--- config.mk ---
export PLATFORM = sky130hd
export DESIGN_NAME = ceespu_alu_issue
export DESIGN_NICKNAME = d
export VERILOG_FILES = /design/src/rtl/ceespu_alu_issue.sv
export SDC_FILE = /design/constraint.sdc
export NUM_CORES = 1
export LEC_CHECK = 0
export BUFFER_PORTS_ARGS = -buffer_cell sky130_fd_sc_hd__buf_2
export CAP_MARGIN = 5
export CORE_UTILIZATION = 45
export CTS_CLUSTER_DIAMETER = 30
export DETAILED_ROUTE_END_ITERATION = 8
export GPL_TIMING_DRIVEN = 0
export HOLD_SLACK_MARGIN = 0.02
export PLACE_DENSITY = 0.8
export SLEW_MARGIN = 10
export SYNTH_ARGS = -nofsm -noshare
export SYNTH_HDL_FRONTEND = slang
export SYNTH_SLANG_ARGS = --single-unit
--- constraint.sdc ---
create_clock -name I_clk -period 3.2 [get_ports I_clk]
set_clock_uncertainty 0.15 [all_clocks]
set_input_delay 0.64 -clock I_clk [delete_from_list [all_inputs] [get_ports I_clk]]
set_output_delay 0.64 -clock I_clk [all_outputs]
set_load 0.01 [all_outputs]
--- src/rtl/ceespu_alu_issue.sv ---
// Issue/result-capture controller between operand fetch and the ceespu ALU.
// Latency: single-cycle op accepted at edge N strobes its result in cycle N+2; multiply waits for the ALU's data-ready.
// Backpressure: O_ready (combinational) drops while an op is executing or draining, or while I_flush is high.
//
// Ports:
//   I_clk, I_rst                 clock and synchronous active-high reset
//   I_valid, O_ready             upstream issue handshake (accept on I_valid && O_ready)
//   I_dataA/B, I_Cin, I_aluop,
//   I_rd                         operation fields captured on accept
//   I_flush                      abandon the in-flight operation
//   O_aluDataA/B, O_aluCin,
//   O_aluop                      registered operands held stable toward the ALU
//   I_aluResult, I_aluMultiCycle,
//   I_aluDataReady               ALU result and multi-cycle status
//   O_resultValid, O_result,
//   O_rd                         one-cycle writeback strobe with result and tag
//   O_error                      one-cycle strobe when an op is abandoned on timeout
module ceespu_alu_issue #(
    parameter int TIMEOUT = 15
) (
    input  logic        I_clk,
    input  logic        I_rst,
    input  logic        I_valid,
    input  logic [31:0] I_dataA,
    input  logic [31:0] I_dataB,
    input  logic        I_Cin,
    input  logic [3:0]  I_aluop,
    input  logic [4:0]  I_rd,
    input  logic        I_flush,
    output logic        O_ready,
    output logic [31:0] O_aluDataA,
    output logic [31:0] O_aluDataB,
    output logic        O_aluCin,
    output logic [3:0]  O_aluop,
    input  logic [31:0] I_aluResult,
    input  logic        I_aluMultiCycle,
    input  logic        I_aluDataReady,
    output logic        O_resultValid,
    output logic [31:0] O_result,
    output logic [4:0]  O_rd,
    output logic        O_error
);

    typedef enum logic [1:0] {
        ST_IDLE  = 2'd0,
        ST_EXEC  = 2'd1,
        ST_DRAIN = 2'd2
    } state_t;

    // wait_cnt holds the number of cycles already spent in the current
    // state, so the op is abandoned in its TIMEOUT-th cycle there.
    localparam logic [3:0] TO_LAST = 4'(TIMEOUT - 1);

    state_t      state;
    state_t      state_nxt;
    logic [3:0]  wait_cnt;
    logic [4:0]  rd_q;
    logic        complete;
    logic        timeout;
    logic        ready;
    logic        accept;
    logic        capture;

    // State register
    always_ff @(posedge I_clk) begin
        if (I_rst) begin
            state <= ST_IDLE;
        end else begin
            state <= state_nxt;
        end
    end

    // Output / handshake decode
    always_comb begin
        complete = (state == ST_EXEC) && (!I_aluMultiCycle || I_aluDataReady);
        // Timeout outranks completion and flush in the same cycle.
        timeout  = !I_rst && (state != ST_IDLE) && (wait_cnt == TO_LAST);
        // Ready only in IDLE or a genuinely completing EXEC cycle, so a new
        // op can follow a finishing one on the very next edge.
        ready    = !I_rst && !I_flush &&
                   ((state == ST_IDLE) || (complete && !timeout));
        accept   = I_valid && ready;
        capture  = complete && !timeout && !I_flush && !I_rst;
        O_ready  = ready;
        O_error  = timeout;
    end

    // Next-state logic
    always_comb begin
        state_nxt = state;
        case (state)
            ST_IDLE: begin
                if (accept) begin
                    state_nxt = ST_EXEC;
                end
            end
            ST_EXEC: begin
                if (timeout) begin
                    state_nxt = ST_IDLE;
                end else if (I_flush) begin
                    // A multiply keeps counting inside the ALU; wait for it
                    // to finish so the next multiply starts in sync.
                    state_nxt = I_aluMultiCycle ? ST_DRAIN : ST_IDLE;
                end else if (complete) begin
                    state_nxt = accept ? ST_EXEC : ST_IDLE;
                end
            end
            ST_DRAIN: begin
                if (timeout || I_aluDataReady) begin
                    state_nxt = ST_IDLE;
                end
            end
            default: state_nxt = ST_IDLE;
        endcase
    end

    // Wait counter: restarts on any state entry (including a back-to-back
    // re-entry of EXEC with a new op) and saturates.
    always_ff @(posedge I_clk) begin
        if (I_rst) begin
            wait_cnt <= 4'd0;
        end else if ((state_nxt != state) || accept || (state_nxt == ST_IDLE)) begin
            wait_cnt <= 4'd0;
        end else if (wait_cnt != 4'hF) begin
            wait_cnt <= wait_cnt + 4'd1;
        end
    end

    // Operand registers and result capture
    always_ff @(posedge I_clk) begin
        if (I_rst) begin
            O_aluDataA    <= 32'd0;
            O_aluDataB    <= 32'd0;
            O_aluCin      <= 1'b0;
            O_aluop       <= 4'd0;
            rd_q          <= 5'd0;
            O_resultValid <= 1'b0;
            O_result      <= 32'd0;
            O_rd          <= 5'd0;
        end else begin
            if (accept) begin
                O_aluDataA <= I_dataA;
                O_aluDataB <= I_dataB;
                O_aluCin   <= I_Cin;
                O_aluop    <= I_aluop;
                rd_q       <= I_rd;
            end
            O_resultValid <= capture;
            if (capture) begin
                O_result <= I_aluResult;
                O_rd     <= rd_q;
            end
        end
    end

endmodule
; ---- Word level (Yosys, flattened, before mapping)
; Cells that the tools add are included.
[classes]
n_reduce_logical = 22
mux = 8
n_addsub = 1
n_eq_ne = 5
[op_table]
columns = op, n
row1 = $mux 2, 6
row2 = $logic_and 1x1->1, 9
row3 = $pmux 2 s3, 1
row4 = $logic_or 1x1->1, 5
row5 = $add 4x1->4 const B, 1
row6 = $eq 4x4->1 const B, 1
row7 = $logic_not 1->1, 4
row8 = $logic_not 2->1, 2
row9 = $ne 4x4->1 const B, 1
row10 = $eq 2x1->1 const B, 1
row11 = $eq 2x2->1 const B, 1
row12 = $ne 2x2->1, 1
row13 = $reduce_bool 2->1, 1
row14 = $reduce_or 2->1, 1
row15 = $mux 1, 1
[totals]
word_cells = 46
output_inout_bits = 109
input_bits = 112
reg_bits = 118

; ---- Longest topological paths before layout
[logic_depth]
word_depth = 17
depth_mapped = 9
ltp_nobuf = 6

; ---- Worst setup path after synthesis
; No wires, ideal clock.
[synth_timing]
kind = input-to-output
startpoint = input port I_rst
endpoint = output port O_ready
cell_stages = 7
slack_ns = 0.267
n_path_buf = 4
required_ns = 2.410
t_arrival_ns = 2.143
path_cell_list = buf_6 > or3_1 > or4_1 > clkbuf_1 > buf_6 > buf_6 > o21ai_0
[synth_via]
elab_chain_cells = 7
word_cells_on_any_way = 8
cone_classes = 8 x reduce/logical
[synth_rtl]
columns = element, line_no
row1 = "start, declared", 22  ; input logic I_rst,
row2 = $logic_not 1->1 (*), "77, 80"
row3 = $logic_and 1x1->1 (2 in series), 77  ; timeout = !I_rst && (state != ST_IDLE) && (wait_cnt == TO_LAST);
row4 = $logic_not 1->1, 81  ; ((state == ST_IDLE) || (complete && !timeout));
row5 = $logic_and 1x1->1, 81
row6 = $logic_or 1x1->1, 81
row7 = $logic_and 1x1->1 (*), 80  ; ready = !I_rst && !I_flush &&
row8 = "end, declared", 30  ; output logic O_ready,
; Every way passes the cells marked *; elsewhere a longest branch is shown, timed or not.

; ---- Worst setup path in the final report
[layout_timing]
startpoint = register wait_cnt[0]
endpoint = output port O_ready
[layout_via]
elab_chain_cells = 6
[layout_rtl]
columns = element, line_no
row1 = "start, declared", 56  ; logic [3:0] wait_cnt;
row2 = "start signal, assigned", 125  ; wait_cnt <= wait_cnt + 4'd1;
row3 = $eq 4x4->1, 77
row4 = $logic_and 1x1->1, 77
row5 = $logic_not 1->1, 81
row6 = $logic_and 1x1->1, 81
row7 = $logic_or 1x1->1, 81
row8 = $logic_and 1x1->1, 80
; No other way between the ends.

==> run metrics <==
Syn. warnings 0; setup_tns 0 ps; Util after Layout 66.5%; fill cell count 760; footprint of the multi-input gates 1700 um2; pwr dens 591 nW/um2; DR WL/cell 13.6 um; CTS Hold Bufs 0; DIE WIDTH 98.9 um; Max-slew headroom 54.8%; post-synthesis compound-gate area fraction 10.7%; fin cells 850; Clock transition at path regs 60 ps; GP Congestion 0.870; most frequent cells in the layout buf_2 (227), nand2_1 (149), dfxtp_1 (117), a21oi_1 (74), nor2_1 (41); remaining global-route overflow 0; VDD IR-drop max 0.000357 V; Root Driver clkbuf_8; Worst-Margin Slew 679 ps; die area 9790 um2; critical path class flip-flop to output pin; Num Clock Sinks 118; post-synthesis sequential area ratio 55.9%; row cnt 35; Switching Fraction 22.1%; DRC 0; final worst path period share 96.9%; worst min path class input port to flip-flop; clock tree from TritonCTS done; Final Hold Vio Count 0; Cell Area, Synth 4230 um2; CP startpoint kind flip-flop; first-pass GRT wire length 18300 um; dpl cell area 5460 um2; Synth Net Count 600; critical path peak fanout 10; Iteration-0 DRC Markers 130; sw power 0.000796 W; Syn-to-layout area delta 43.9%; I/O Pins 221; Tmin final 3100 ps; Nets 840; clock tree buffer depth 2; syn avg cell area 8.70 um2; xor/xnor share of the synthesized area 0.207%; port buffer count 219; Crit path arrival time 2310 ps; Die Y 98.9 um; FF+latch area 2360 um2; DP Cell Count 816; Worst Path Required 2410 ps; Diodes inserted 0; Seq pwr share 42.4%; largest family of logic cells by synthesized area simple AND/OR/NAND/NOR gates; crit path capture type output pin; run status finished clean; number of detailed-routing iterations run before antenna repair 4; largest net degree at the start of global routing 17; Simple-Gate Fraction of Synth Area 19.4%; P_int 0.00280 W; Final Cell Area 6080 um2; Slew Limit Fails 0; CTS Buf Count 17; combinational group share of total power 6.8%; placed wire-length estimate 8580 um; insertion delay to the later sink of the worst-skew pair 480 ps; Synth Instances 486; Core Box Area 9150 um2; Clk pwr share 50.8%; Starting Density 46.2%; initial antenna violation count 0; vias per inst 4.88; vias in the first global route 4054; DRT Wirelength 11500 um; final setup fails 0; layout cells sized above 1 36.4%; Total Routing Usage GR 24.0%; Max Cap Viol 0; htree depth 4; RSZ-0062 raised after global routing false; routed via count 4146; adder-cell share of the synthesized area 0.592%; Synth cell types 28; DRT antenna net count 0; commonest non-fill, non-tap cell in the layout buf_2; FMAX 0.323 GHz; multiplexer area fraction after synthesis 9.00%; register bit total from synthesis 118; leakage power 3.13 nW
[timing repair]
action | 4_1_cts | 5_1_grt
resized for setup | 5 | 3
setup buffers | 2 | 1
pin swaps | 1 | 1
endpoints found under the setup margin | 1 | 1
[cell usage after synthesis]
cell type	instances	area (um2)
nand2_1	149	559
a21oi_1	74	370
buf_2	8	40.0
nor2b_1	2	12.5
ha_1	2	25.0
nor2_1	41	154
a211oi_1	2	15.0
a221oi_1	1	8.76
o211a_1	3	30.0
inv_1	4	15.0
or3_1	1	6.26
nand3b_1	2	15.0
or3b_2	1	8.76
clkbuf_1	23	86.3
mux2i_1	38	380
a2bb2oi_1	1	8.76
o2111ai_1	1	8.76
or4_1	1	7.51
dfxtp_1	118	2360
xnor2_1	1	8.76
and4b_1	1	10.0
nand3_1	2	10.0
and2_1	2	12.5
nand4b_1	2	17.5
o211ai_1	1	7.51
nor4b_1	1	8.76
o21ai_0	1	5.00
buf_6	3	33.8
[cells by family (layout without fill, tap and decap cells)]
family / count (synthesis) / count (layout)
XOR/XNOR: 1 / 1
buffers and inverters: 38 / 291
adder cells (fa/ha/maj): 2 / 2
flip-flops: 118 / 118
AND/OR/NAND/NOR: 205 / 205
AO/OA/AOI/OAI: 84 / 84
multiplexers: 38 / 38
[metrics by stage]
stage               worst slack (ps)  total power, W  hold WS [ps]
floorplan                        267         0.00167           286
global placement                46.8         0.00179           290
detailed placement              25.7         0.00180           296
CTS                             5.05         0.00363           205
global route                    7.06         0.00374           197
finish                           100         0.00360           234
[power by group through the flow]
stage	Sequential, W	Combinational, W	Clock (W)
6_report	0.00153	0.000243	0.00183
5_1_grt	0.00153	0.000269	0.00194
4_1_cts	0.00153	0.000243	0.00186
3_5_place_dp	0.00156	0.000240	0
3_3_place_gp	0.00155	0.000235	0
2_1_floorplan	0.00157	0.0000948	0
[sequential cells by signal, indices dropped and copies added (netlist names)]
register       flops
O_aluDataA        32
O_aluDataB        32
O_result          32
O_rd               5
rd_q               5
O_aluop            4
wait_cnt           4
state              2
O_aluCin           1
O_resultValid      1
[worst paths after layout]
check                           slack [ps]  cells past startpoint     startpoint              to
worst min-delay path                   230                      3    I_dataA[14]  O_aluDataA[14]
worst max-delay path                   100                      8    wait_cnt[0]         O_ready
worst max register to register         820                      7    wait_cnt[1]  O_aluDataB[22]
worst min register to register         300                      2  O_aluDataA[5]   O_aluDataA[5]
[routing by layer]
metal / vias up / wire length [um] / track usage [%]
li1: 2071 / - / -
met1: 1887 / 4790 / 26.3
met2: 172 / 5710 / 42.3
met3: 16 / 882 / 8.16
met4: 0 / 149 / 9.76
met5: - / 0 / 0
[final cells by class]
| type | instances | share of cell area, % |
|---|---|---|
| clock inverter | 13 | 2.59 |
| timing repair buffer | 222 | 18.4 |
| tap | 111 | 2.28 |
| sequential | 118 | 38.9 |
| clock buffer | 19 | 6.93 |
| buffer | 33 | 2.72 |
| multi-input combinational | 330 | 28.0 |
| inverter | 4 | 0.247 |
[critical path, stage by stage, from the launching register on]
cell and delay [ps]:
dfxtp_2 320, inv_1 60, ha_2 180, and4b_2 220
or4_4 550, buf_12 150, buf_6 140, o21ai_2 60
buf_2 140
(Power assumes the default switching activity.)
